--- src/rtl/error_response_queue_if.sv ---
// Error-response message channel: header word, payload flag and valid/ready handshake
// between the error-response builder (master) and the message transmitter (slave).
interface error_response_queue_if #(
    parameter int unsigned VAR_W = 8
);
    logic [4*VAR_W-1:0] header;
    logic               payload;
    logic               msg_valid;
    logic               msg_ready;

    modport master (
        output header,
        output payload,
        output msg_valid,
        input  msg_ready
    );

    modport slave (
        input  header,
        input  payload,
        input  msg_valid,
        output msg_ready
    );
endinterface

--- src/rtl/error_response_queue.sv ---
// Error-response builder: captures per-source error pulses, queues them by priority and
// emits one ERROR header at a time. ERROR_RESP_OVF_CNT_EN adds the ovf_cnt drop counter.
`ifndef SIZE_OF_HEADER_VARS
`define SIZE_OF_HEADER_VARS 8
`endif
`ifndef PROTOCOL_VERSION
`define PROTOCOL_VERSION 8'h10
`endif
`ifndef ERROR_RESP_CMD
`define ERROR_RESP_CMD 8'h7F
`endif

module error_response_queue #(
    parameter int unsigned NUM_SRC    = 5,
    parameter int unsigned FIFO_DEPTH = 4,
    parameter int unsigned VAR_W      = `SIZE_OF_HEADER_VARS
) (
    input  logic                   clk,
    input  logic                   reset_n,
    input  logic                   enable,
    input  logic                   flush,
    input  logic [NUM_SRC-1:0]     err_req,
    output logic                   q_full,
    error_response_queue_if.master msg_if
`ifdef ERROR_RESP_OVF_CNT_EN
    ,
    output logic [7:0]             ovf_cnt
`endif
);

    localparam int unsigned PTR_W  = $clog2(FIFO_DEPTH);
    localparam int unsigned CNT_W  = PTR_W + 1;
    localparam int unsigned IDX_W  = $clog2(NUM_SRC);
    localparam int unsigned CODE_W = 3;
    localparam int unsigned HDR_W  = 4 * VAR_W;

    localparam logic [VAR_W-1:0] HDR_VER = VAR_W'(`PROTOCOL_VERSION);
    localparam logic [VAR_W-1:0] HDR_CMD = VAR_W'(`ERROR_RESP_CMD);

    typedef enum logic [1:0] {
        ST_IDLE,
        ST_LOAD,
        ST_SEND
    } state_t;

    state_t              state_q;
    logic [NUM_SRC-1:0]  pending_q, pending_d;
    logic [CODE_W-1:0]   mem_q [FIFO_DEPTH];
    logic [PTR_W-1:0]    wr_ptr_q, wr_ptr_d;
    logic [PTR_W-1:0]    rd_ptr_q, rd_ptr_d;
    logic [CNT_W-1:0]    count_q, count_d;
    logic                q_full_q;
    logic [CODE_W-1:0]   code_q;
    logic [HDR_W-1:0]    header_q;
    logic                msg_valid_q;

    logic                sel_valid_c;
    logic [IDX_W-1:0]    sel_idx_c;
    logic [NUM_SRC-1:0]  sel_mask_c;
    logic [CODE_W-1:0]   sel_code_c;
    logic                push_c;
    logic                pop_c;

    // Header word for a queued error code
    function automatic logic [HDR_W-1:0] build_hdr(input logic [CODE_W-1:0] code);
        logic [VAR_W-1:0] p1;
        logic [VAR_W-1:0] p2;
        p1 = VAR_W'(8'h04);
        p2 = VAR_W'(8'h00);
        case (code)
            3'd0, 3'd1: begin p1 = VAR_W'(8'h01); p2 = VAR_W'(8'h00); end
            3'd2:       begin p1 = VAR_W'(8'h03); p2 = VAR_W'(8'h00); end
            3'd3:       begin p1 = VAR_W'(8'h02); p2 = VAR_W'(8'h01); end
            default:    begin p1 = VAR_W'(8'h04); p2 = VAR_W'(8'h00); end
        endcase
        return {HDR_VER, HDR_CMD, p1, p2};
    endfunction

    // Lowest-index pending source has the highest priority
    always_comb begin
        sel_valid_c = |pending_q;
        sel_idx_c   = '0;
        for (int i = int'(NUM_SRC) - 1; i >= 0; i--) begin
            if (pending_q[i]) begin
                sel_idx_c = IDX_W'(i);
            end
        end
        sel_mask_c = NUM_SRC'(1) << sel_idx_c;
        sel_code_c = (sel_idx_c >= IDX_W'(4)) ? CODE_W'(4) : CODE_W'(sel_idx_c);
    end

    always_comb begin
        pop_c  = 1'b0;
        push_c = 1'b0;
        if (!flush && (count_q != '0)) begin
            pop_c = (state_q == ST_IDLE) ||
                    ((state_q == ST_SEND) && msg_valid_q && msg_if.msg_ready);
        end
        if (!flush && sel_valid_c) begin
            push_c = (count_q != CNT_W'(FIFO_DEPTH)) || pop_c;
        end
    end

    // Re-request on the bit being enqueued this edge keeps it pending
    always_comb begin
        pending_d = pending_q;
        if (flush) begin
            pending_d = '0;
        end else begin
            if (push_c) begin
                pending_d = pending_d & ~sel_mask_c;
            end
            if (enable) begin
                pending_d = pending_d | err_req;
            end
        end
    end

    always_comb begin
        wr_ptr_d = wr_ptr_q;
        rd_ptr_d = rd_ptr_q;
        count_d  = count_q;
        if (flush) begin
            wr_ptr_d = '0;
            rd_ptr_d = '0;
            count_d  = '0;
        end else begin
            if (push_c) begin
                wr_ptr_d = wr_ptr_q + PTR_W'(1);
            end
            if (pop_c) begin
                rd_ptr_d = rd_ptr_q + PTR_W'(1);
            end
            case ({push_c, pop_c})
                2'b10:   count_d = count_q + CNT_W'(1);
                2'b01:   count_d = count_q - CNT_W'(1);
                default: count_d = count_q;
            endcase
        end
    end

    always_ff @(posedge clk or negedge reset_n) begin
        if (!reset_n) begin
            pending_q <= '0;
            wr_ptr_q  <= '0;
            rd_ptr_q  <= '0;
            count_q   <= '0;
            q_full_q  <= 1'b0;
        end else begin
            pending_q <= pending_d;
            wr_ptr_q  <= wr_ptr_d;
            rd_ptr_q  <= rd_ptr_d;
            count_q   <= count_d;
            q_full_q  <= (count_d == CNT_W'(FIFO_DEPTH));
        end
    end

    always_ff @(posedge clk) begin
        if (push_c) begin
            mem_q[wr_ptr_q] <= sel_code_c;
        end
    end

    // Message FSM: pop into code_q, build header in LOAD, hold it through SEND
    always_ff @(posedge clk or negedge reset_n) begin
        if (!reset_n) begin
            state_q     <= ST_IDLE;
            code_q      <= '0;
            header_q    <= '0;
            msg_valid_q <= 1'b0;
        end else if (flush) begin
            state_q     <= ST_IDLE;
            header_q    <= '0;
            msg_valid_q <= 1'b0;
        end else begin
            case (state_q)
                ST_IDLE: begin
                    msg_valid_q <= 1'b0;
                    if (pop_c) begin
                        code_q  <= mem_q[rd_ptr_q];
                        state_q <= ST_LOAD;
                    end
                end
                ST_LOAD: begin
                    header_q    <= build_hdr(code_q);
                    msg_valid_q <= 1'b1;
                    state_q     <= ST_SEND;
                end
                ST_SEND: begin
                    if (msg_if.msg_ready) begin
                        msg_valid_q <= 1'b0;
                        if (pop_c) begin
                            code_q  <= mem_q[rd_ptr_q];
                            state_q <= ST_LOAD;
                        end else begin
                            header_q <= '0;
                            state_q  <= ST_IDLE;
                        end
                    end
                end
                default: begin
                    state_q     <= ST_IDLE;
                    header_q    <= '0;
                    msg_valid_q <= 1'b0;
                end
            endcase
        end
    end

`ifdef ERROR_RESP_OVF_CNT_EN
    logic [7:0] ovf_q;
    logic       drop_c;

    assign drop_c = !flush && enable && (|(err_req & pending_q));

    // Saturating count of requests merged into an already-pending bit
    always_ff @(posedge clk or negedge reset_n) begin
        if (!reset_n) begin
            ovf_q <= '0;
        end else if (drop_c && (ovf_q != 8'hFF)) begin
            ovf_q <= ovf_q + 8'd1;
        end
    end

    assign ovf_cnt = ovf_q;
`endif

    assign msg_if.header    = header_q;
    assign msg_if.payload   = 1'b0;
    assign msg_if.msg_valid = msg_valid_q;
    assign q_full           = q_full_q;

endmodule

--- src/flat_wrapper.sv ---
// flat-port wrapper written by rule: the top's interface ports become plain ports
module error_response_queue_flat 
#(
    parameter int unsigned NUM_SRC    = 5,
    parameter int unsigned FIFO_DEPTH = 4,
    parameter int unsigned VAR_W      = `SIZE_OF_HEADER_VARS
)
  (clk, reset_n, enable, flush, err_req, q_full, msg_if_header, msg_if_payload, msg_if_msg_valid, msg_if_msg_ready);
  error_response_queue_if #(.VAR_W(VAR_W)) msg_if_i ();
  input  logic clk;
  input  logic reset_n;
  input  logic enable;
  input  logic flush;
  input  logic [NUM_SRC-1:0] err_req;
  output logic q_full;
  output wire logic [$bits(msg_if_i.header)-1:0] msg_if_header;
  output wire logic [$bits(msg_if_i.payload)-1:0] msg_if_payload;
  output wire logic [$bits(msg_if_i.msg_valid)-1:0] msg_if_msg_valid;
  input wire logic [$bits(msg_if_i.msg_ready)-1:0] msg_if_msg_ready;
  assign msg_if_header = msg_if_i.header;
  assign msg_if_payload = msg_if_i.payload;
  assign msg_if_msg_valid = msg_if_i.msg_valid;
  assign msg_if_i.msg_ready = msg_if_msg_ready;
  error_response_queue #(.NUM_SRC(NUM_SRC), .FIFO_DEPTH(FIFO_DEPTH), .VAR_W(VAR_W)) u_core (.clk(clk), .reset_n(reset_n), .enable(enable), .flush(flush), .err_req(err_req), .q_full(q_full), .msg_if(msg_if_i));
endmodule
--- config.mk ---
export PLATFORM = sky130hd
export DESIGN_NAME = error_response_queue_flat
export DESIGN_NICKNAME = d
export VERILOG_FILES = /design/src/rtl/error_response_queue_if.sv /design/src/rtl/error_response_queue.sv /design/src/flat_wrapper.sv
export SDC_FILE = /design/constraint.sdc
export NUM_CORES = 1
export LEC_CHECK = 0
export CAP_MARGIN = 5
export CELL_PAD_IN_SITES_DETAIL_PLACEMENT = 0
export CELL_PAD_IN_SITES_GLOBAL_PLACEMENT = 1
export CORE_MARGIN = 10
export CORE_UTILIZATION = 40
export CTS_BUF_LIST = sky130_fd_sc_hd__clkbuf_4 sky130_fd_sc_hd__clkbuf_8
export CTS_CLUSTER_SIZE = 12
export DETAILED_ROUTE_END_ITERATION = 10
export PLACE_DENSITY = 0.9
export SLEW_MARGIN = 20
export SYNTH_ARGS = -nofsm -noshare
export SYNTH_HDL_FRONTEND = slang
export SYNTH_SLANG_ARGS = --single-unit
--- constraint.sdc ---
create_clock -name clk -period 3.3 [get_ports clk]
set_input_delay 0.495 -clock clk [delete_from_list [all_inputs] [get_ports clk]]
set_output_delay 0.495 -clock clk [all_outputs]
set_load 0.01 [all_outputs]
==> summary.md <==
| Metric | Value |
|---|---|
| Post-Layout Cell Count | 244 |
| WL/cell | 13.5 µm |
| Pwr dens | 763 nW/µm² |
| Crit path DAT | 2820 ps |
| Fin crit share | 0.796 |
| Layout cells sized above 1 | 0.115 |
| Synth area leaders | dfrtp_1 32%, edfxtp_1 19%, buf_4 11%, nand2_1 4.0%, mux4_2 3.6% |
| Req. time, crit path | 3490 ps |
| CTS tree | yes |
| Fin. max-slew vios | 0 |
| Initial core utilization | 0.420 |
| Rows | 24 |
| Unrepaired setup endpoints after global routing | false |
| Number of global-route vias before repair | 1161 |
| CP cell instances | clkdlybuf4s50_1 > a21boi_1 > nor3_1 > nand2_1 > nor2_1 > fa_1 > nor3b_1 > or4b_4 > a211oi_2 |
| Root Buffer | clkbuf_8 |
| Core area | 4440 µm² |
| Final setup viols | 0 |
| Hold crit path type | reg -> reg |
| Die area | 7800 µm² |
| Post-synth EDFFs | 12 |
| DRT iter0 DRCs | 54 |
| DR vias | 1190 |
| Endpoints failing hold | 0 |
| Synth top area share | 0.322 |
| Post-Syn Area | 1870 µm² |
| Static leakage | 0.948 nW |
| Crit start category | primary input |
| Register area share after synthesis | 0.514 |
| Drt pass-1 iters | 4 |
| Post-DP Area | 2040 µm² |
| First-pass GRT wire length | 5.27 mm |
| Final Net Count | 206 |
| IO Pins | 45 |
| Syn Area/Cell | 11.1 µm² |
| Area Growth Syn to Fin | 13.8% |
| Vias per std cell | 4.88 |
| Clock tree buffer depth | 2 |
| Actual slew at the worst max-slew pin | 541 ps |
| GP Congestion | 0.805 |
| Status | complete, no violations |
| Post-CTS sizing | 0 |
| Post-DRT Antenna Nets | 0 |
| Warnings, synthesis | 0 |
| CTS Sinks | 36 |
| Slowest cell on the critical path | clkdlybuf4s50_1 |
| Crit Path Category | in -> reg |
| Hold Worst Slack | 507 ps |
| DIE HEIGHT | 88.3 µm |
| Final Instance Area | 2130 µm² |
| Largest net degree at the start of global routing | 25 |
| Achievable Freq | 381 MHz |
| Reg clk slew, reported paths | 70 ps |
| Max_slew headroom | 0.636 |
| Seq cells post-synth | 36 |
| Final min period | 2630 ps |
| N_diodes | 0 |
| FFs w/ async S/R, synth | 0.667 |
| Setup TNS | 0 ps |
| Max-cap viol count | 0 |
| Fillers | 426 |
| Setup bufs post-CTS | 0 |
| CP delay by family, top | simple AND/OR/NAND/NOR gates |
| Critical Path End Type | register |
| CTS H-tree lvls | 2 |
| Netlist cell types | 44 |
| # DRC | 0 |
| Clk Latency, worst-skew pair | 280 ps |
| Synth Flop Type | dfrtp_1 |
| Cell count after synthesis | 168 |
| # hold bufs at CTS | 0 |
| Initial antenna violation count | 0 |
| Clock skew | 3.69 ps |
| Largest stage delay, worst path | 510 ps |
| Count of buffers from port buffering | 23 |
| Dpl hpwl | 2.61 mm |
| GR Util All Layers | 0.0850 |
| Grt total ovfl | 0 |
| Final WL | 3.30 mm |
| Tot Pwr | 1.62 mW |
| Leading area contributor after synthesis | dfrtp_1 |
| Worst vdd ir | 0.278 mV |
| Die width | 88.3 µm |
| Inst Count DP | 236 |
| Buf/Inv on CP | 1 |
| Worst Path Max Fanout | 5 |
| TritonCTS Buffers | 5 |
[layout make-up]
class	count	area, µm²	share of cell area
clock inverter	3	13.8	0.00647
inverter	6	22.5	0.0106
sequential	36	961	0.452
tap	52	65.1	0.0306
clock buffer	5	68.8	0.0324
timing repair buffer	26	253	0.119
multi-input combinational	116	742	0.349
[cells in the mapped netlist (2+ instances only)]
cell      number
clkbuf_1       2
nor2_1        12
and2_1         6
mux2i_1        2
buf_4         28
a22o_1         3
edfxtp_1      12
inv_1          5
a21oi_1        8
nand2_1       20
o21ai_0        5
mux4_2         3
nand3_1        3
dfrtp_1       24
nor3_1         3
ha_1           4
[report_power, final]
part / internal, mW / total, mW / switching [mW]
Clock: 0.143 / 0.287 / 0.144
Combinational: 0.325 / 0.625 / 0.300
Sequential: 0.590 / 0.709 / 0.119
[stage by stage]
step	setup WS [ps]	util
CTS	707	0.478
global placement	531	0.460
detailed placement	428	0.460
finish	674	0.478
floorplan	946	-
global route	434	0.478
[cell families after synthesis]
| logic type | share of synthesized area |
|---|---|
| buffers and inverters | 0.129 |
| XOR/XNOR | 0.00469 |
| AND/OR/NAND/NOR | 0.146 |
| other | 0.00201 |
| AO/OA/AOI/OAI | 0.114 |
| flip-flops | 0.514 |
| adder cells (fa/ha/maj) | 0.0375 |
| multiplexers | 0.0529 |
[final timing paths]
path / from / slack (ps) / depth (start not counted) / endpoint
max in group asynchronous: reset_n / 2480 / 2 / u_core.pending_q[2]
min in group asynchronous: reset_n / 580 / 2 / u_core.msg_if.msg_valid
hold reg to reg: u_core.msg_if.header[8] / 510 / 1 / u_core.msg_if.header[8]
hold / removal: u_core.msg_if.header[8] / 510 / 1 / u_core.msg_if.header[8]
setup reg to reg: u_core.state_q[1] / 930 / 8 / u_core.q_full
setup / recovery: msg_if_msg_ready / 670 / 9 / u_core.q_full
[flip-flops by register name (all words and copies together) (netlist names)]
| name | flops |
|---|---|
| u_core.state_q | 2 |
| u_core.msg_if.msg_valid | 1 |
| u_core.mem_q | 12 |
| u_core.count_q | 3 |
| u_core.q_full | 1 |
| u_core.pending_q | 5 |
| u_core.msg_if.header | 5 |
| u_core.wr_ptr_q | 2 |
| u_core.rd_ptr_q | 2 |
| u_core.code_q | 3 |
[per-layer routing]
layer	vias to the layer above	share of wire	wire [µm]	GRT usage
met1	571	0.44	1440	0.0951
met5	-	0	0	0
met4	0	0.0067	22	0.0264
li1	584	-	-	-
met3	2	0.070	231	0.0377
met2	33	0.49	1600	0.143
[placed cells by master, fill, tap and decap left out, drive strengths merged, types with 4 or more instances in the layout]
cell / count
a21oi: 8
and2: 6
clkbuf: 5
clkdlybuf4s50: 23
conb: 21
dfrtp: 24
edfxtp: 12
ha: 4
inv: 6
nand2: 20
nor2: 12
o21ai: 6
Note: power is estimated with default switching activity, not from simulation.
==> RTL edit 1, RTL diff (same settings) <==
Re-encode `state_t` (3 states) as one-hot, 3 bits wide.
--- a/src/rtl/error_response_queue.sv
+++ b/src/rtl/error_response_queue.sv
@@ -38,8 +38,8 @@
     localparam logic [VAR_W-1:0] HDR_CMD = VAR_W'(`ERROR_RESP_CMD);
 
-    typedef enum logic [1:0] {
-        ST_IDLE,
-        ST_LOAD,
-        ST_SEND
+    typedef enum logic [2:0] {
+        ST_IDLE = 3'b001,
+        ST_LOAD = 3'b010,
+        ST_SEND = 3'b100
     } state_t;
 
Formal check against the unedited RTL: same outputs for any inputs over 4 cycles, from zero or initial values and one cycle with reset_n low; so few cycles prove little.
==> RTL edit 1 against the original RTL <==
- non-clock buffer count unchanged
- area after synthesis up 9.0%
- critical path type unchanged
- largest cell class unchanged
- sequential cell count up 1
- critical endpoint unchanged
- maximum frequency up 1.9%
- largest power group unchanged
- total power down 9.6%
- sequential power down 5.8%
- final area up 8.2%
- die area up 7.0%
- wire length up 20%
- worst setup slack better by 0.050 ns
==> RTL edit 1: results <==
set metrics [dict create \
    status "finished, final reports clean" \
    r2r-start "u_core.pending_q[1]$_DFF_PN0_" \
    seq_area_frac_synth_pct 48.5 \
    clk_pin_slew_worst_paths_ns 0.08 \
    fill_cells 492 \
    yosys.area_share.adder_pct 3.44 \
    finalClockSkew_ns 0.00432 \
    place_inst 270 \
    yosys-top-cells-area "dfrtp_1, edfxtp_1, buf_4" \
    post_cts_buffers 0 \
    drive_gt1_share_pct 11.4 \
    synth.distinct_cells 55 \
    grt_max_degree 26 \
    min_from "u_core.code_q[2]$_DFFE_PN0P_" \
    swShare_pct 36.0 \
    viasPerCell 4.97 \
    wl_per_cell_um 14.3 \
    synth_compound_area_share_pct 13.6 \
    powerSeq_uw 668 \
    cpPeakStageDelay_ns 0.49 \
    port_buffers 23 \
    final_nets 225 \
    gp_congestion 0.871 \
    grt_pass1_wl_um 6640 \
    largest_reg_flops 12 \
    grt_pass1_vias 1395 \
    peakVddDrop_uv 220 \
    power_leakage_nw 0.966 \
    synth.area.mux_share_pct 4.79 \
    postSynthAreaPerCell_um2 10.7 \
    wl_um 3970 \
    path_max_fanout 6 \
    gr-usage-all-layers_pct 9.51 \
    drv_cap 0 \
    async_flop_share_pct 67.6 \
    cp_top_family "buffers and inverters" \
    synth_xor_area_share_pct 0.860 \
    hpwl_um 3070 \
    worst_ep_arrival_time_ns 2.76 \
    yosysWarnings 0 \
    synth_commonest_cells "buf_4, dfrtp_1, nand2_1" \
    clkPwrFrac_pct 21.1 \
    crit_path_start "flush" \
]
==> RTL edit 1: stage by stage <==
step | hold slack, ns | instance area [µm²] | total power, mW | utilization [%] | worst slack (ns)
3_5_place_dp | 0.490 | 2210 | 1.17 | 45.9 | 0.464
5_1_grt | 0.538 | 2300 | 1.58 | 47.7 | 0.592
2_1_floorplan | 0.199 | 2110 | 1.05 | - | 0.910
6_report | 0.501 | 2300 | 1.47 | 47.7 | 0.724
4_1_cts | 0.506 | 2300 | 1.48 | 47.7 | 0.758
3_3_place_gp | 0.481 | 2210 | 1.15 | 45.9 | 0.537
==> RTL edit 1: worst paths after layout <==
check	endpoint	depth (start not counted)	slack [ns]
min reg2reg	u_core.code_q[2]$_DFFE_PN0P_	2	0.50
min	u_core.code_q[2]$_DFFE_PN0P_	2	0.50
max reg2reg	u_core.q_full$_DFF_PN0_	9	0.77
min in group asynchronous	u_core.msg_if.msg_valid$_DFFE_PN0P_	2	0.57
max	u_core.q_full$_DFF_PN0_	10	0.72
max in group asynchronous	u_core.state_q[0]$_DFFE_PN1P_	2	2.44
==> RTL edit 1: cells by family after synthesis <==
family / after synthesis
multiplexers: 6
flip-flops: 37
adder cells (fa/ha/maj): 5
AO/OA/AOI/OAI: 37
other: 1
buffers and inverters: 41
AND/OR/NAND/NOR: 62
XOR/XNOR: 2
==> RTL edit 1: cell type report <==
class                      count  share of cell area [%]
clock inverter                 3                   0.762
multi-input combinational    133                    37.5
tap                           67                    3.65
sequential                    37                    42.9
timing repair buffer          26                    11.0
inverter                       7                    1.14
clock buffer                   5                    2.99
==> RTL edit 1: metal layers <==
layer	up-vias	share of wire [%]	GRT usage [%]
met3	6	7.6	3.95
li1	665	-	-
met5	-	0	0
met4	0	1.0	2.74
met2	46	49	16.0
met1	665	42	10.8
==> RTL edit 2, RTL diff (config.mk and constraints unchanged) <==
Without the edit above. `FIFO_DEPTH` is set to 4 in 2 places; all go to 8.
--- a/src/rtl/error_response_queue.sv
+++ b/src/rtl/error_response_queue.sv
@@ -13,5 +13,5 @@
 module error_response_queue #(
     parameter int unsigned NUM_SRC    = 5,
-    parameter int unsigned FIFO_DEPTH = 4,
+    parameter int unsigned FIFO_DEPTH = 8,
     parameter int unsigned VAR_W      = `SIZE_OF_HEADER_VARS
 ) (
--- a/src/flat_wrapper.sv
+++ b/src/flat_wrapper.sv
@@ -3,5 +3,5 @@
 #(
     parameter int unsigned NUM_SRC    = 5,
-    parameter int unsigned FIFO_DEPTH = 4,
+    parameter int unsigned FIFO_DEPTH = 8,
     parameter int unsigned VAR_W      = `SIZE_OF_HEADER_VARS
 )
Function: changed (Yosys sat finds a counterexample within 10 cycles, from zero or initial values and one cycle with reset_n low).
==> RTL edit 2 against the original RTL <==
- cell count rose by 31%
- sequential cell count up 15
- worst setup slack worse by 0.37 ns
- maximum frequency decreased by 12%
- final area is 36% higher
- wire length grew 45%
- register-to-register slack lost 0.63 ns
- total power grew 33%
- clock power grew 53%
- area after synthesis rose by 38%
==> RTL edit 2: results <==
set metrics [dict create \
    wl_per_cell_um 15.0 \
    cpPeakStageDelay_ns 0.49 \
    vias 1574 \
    fill_cells 585 \
    yosysWarnings 0 \
    post_cts_buffers 0 \
    place_inst 311 \
    place_ws_ns 0.0525 \
    clk_path_buf_depth 2 \
    cts-resized-gates 0 \
    seq_area_frac_synth_pct 54.3 \
    largest_register "u_core.mem_q" \
    drt_iter0_drc 91 \
    gp_congestion 0.828 \
    grt_pass1_vias 1687 \
    synth_commonest_cells "buf_4, dfrtp_1, edfxtp_1" \
    async_flop_share_pct 52.9 \
    gr-usage-all-layers_pct 9.86 \
    clk_latency_ns 0.30 \
    slew_headroom_pct 46.7 \
    viasPerCell 4.93 \
    worst_ep_arrival_time_ns 3.22 \
    clk_pin_slew_worst_paths_ns 0.09 \
    hpwl_um 3550 \
    drive_gt1_share_pct 11.2 \
    grt_pass1_wl_um 8120 \
    postSynthAreaPerCell_um2 11.7 \
    grt_max_degree 28 \
    antennaDiodeCount 0 \
    htree_levels 2 \
    slowest_stage "nor4_1" \
    yosys-top-cells-area "edfxtp_1, dfrtp_1, buf_4" \
    cts_buffers 5 \
    peakVddDrop_uv 419 \
    finalClockSkew_ns 0.00712 \
    synth.distinct_cells 45 \
    largest_reg_flops 24 \
    cts_root_buf "clkbuf_8" \
    synth_ff_type "dfrtp_1" \
    dr.pass1.iters 4 \
    port_buffers 23 \
    power_leakage_nw 1.15 \
    final_nets 256 \
    status "finished, final reports clean" \
    antenna_found_initial 0 \
    synth_edf_count 24 \
    min_path_type "reg -> reg" \
    path_max_fanout 8 \
]
## RTL edit 2: kinds of logic after synthesis
group / count (synthesis) / synth area share [%]
buf+inv: 38 / 9.64
fa+ha+maj: 5 / 2.73
mux: 10 / 6.82
flops: 51 / 54.3
other cells: 1 / 0.146
xor+xnor: 6 / 2.04
simple gates: 73 / 15.0
compound gates: 36 / 9.25
## RTL edit 2: power breakdown
| group | internal, mW | leakage, nW | switching [mW] | total (mW) |
|---|---|---|---|---|
| registers | 0.797 | 0.579 | 0.146 | 0.943 |
| clock network | 0.243 | 0.0593 | 0.196 | 0.439 |
| logic | 0.377 | 0.509 | 0.388 | 0.766 |
## RTL edit 2: path summary, 6_finish.rpt
check                                                    start                                  end  slack (ns)  cells past startpoint
setup reg to reg                 u_core.pending_q[0]$_DFF_PN0_              u_core.q_full$_DFF_PN0_        0.30                     10
min in group asynchronous                              reset_n        u_core.state_q[1]$_DFFE_PN0P_        0.57                      2
hold / removal             u_core.msg_if.header[0]$_DFFE_PN0P_  u_core.msg_if.header[0]$_DFFE_PN0P_        0.50                      1
setup / recovery                 u_core.pending_q[0]$_DFF_PN0_              u_core.q_full$_DFF_PN0_        0.30                     10
hold reg to reg            u_core.msg_if.header[0]$_DFFE_PN0P_  u_core.msg_if.header[0]$_DFFE_PN0P_        0.50                      1
max in group asynchronous                              reset_n        u_core.pending_q[2]$_DFF_PN0_        2.47                      2
## RTL edit 2: layout make-up
cell class | count | area share [%]
sequential | 51 | 48.2
clock inverter | 1 | 1.04
timing repair buffer | 29 | 9.51
tap | 77 | 3.33
clock buffer | 7 | 2.90
inverter | 3 | 0.389
multi-input combinational | 151 | 34.6
## RTL edit 2: critical path: cells and delay by family, from the launching register on
kind | cells | cell delay (ns)
simple gates | 7 | 1.74
flops | 1 | 0.46
compound gates | 2 | 0.44
fa+ha+maj | 1 | 0.27
## RTL edit 2: through the flow
stage | hold WS [ns] | instance area, µm²
floorplan | 0.199 | 2650
global placement | 0.483 | 2780
detailed placement | 0.484 | 2780
CTS | 0.504 | 2890
global route | 0.539 | 2890
finish | 0.498 | 2890
## RTL edit 2: routing by layer
layer	part of all wire, %	GRT usage [%]
met4	0.33	2.93
met5	0	0
met1	42	11.1
met3	7.0	3.71
met2	51	16.9
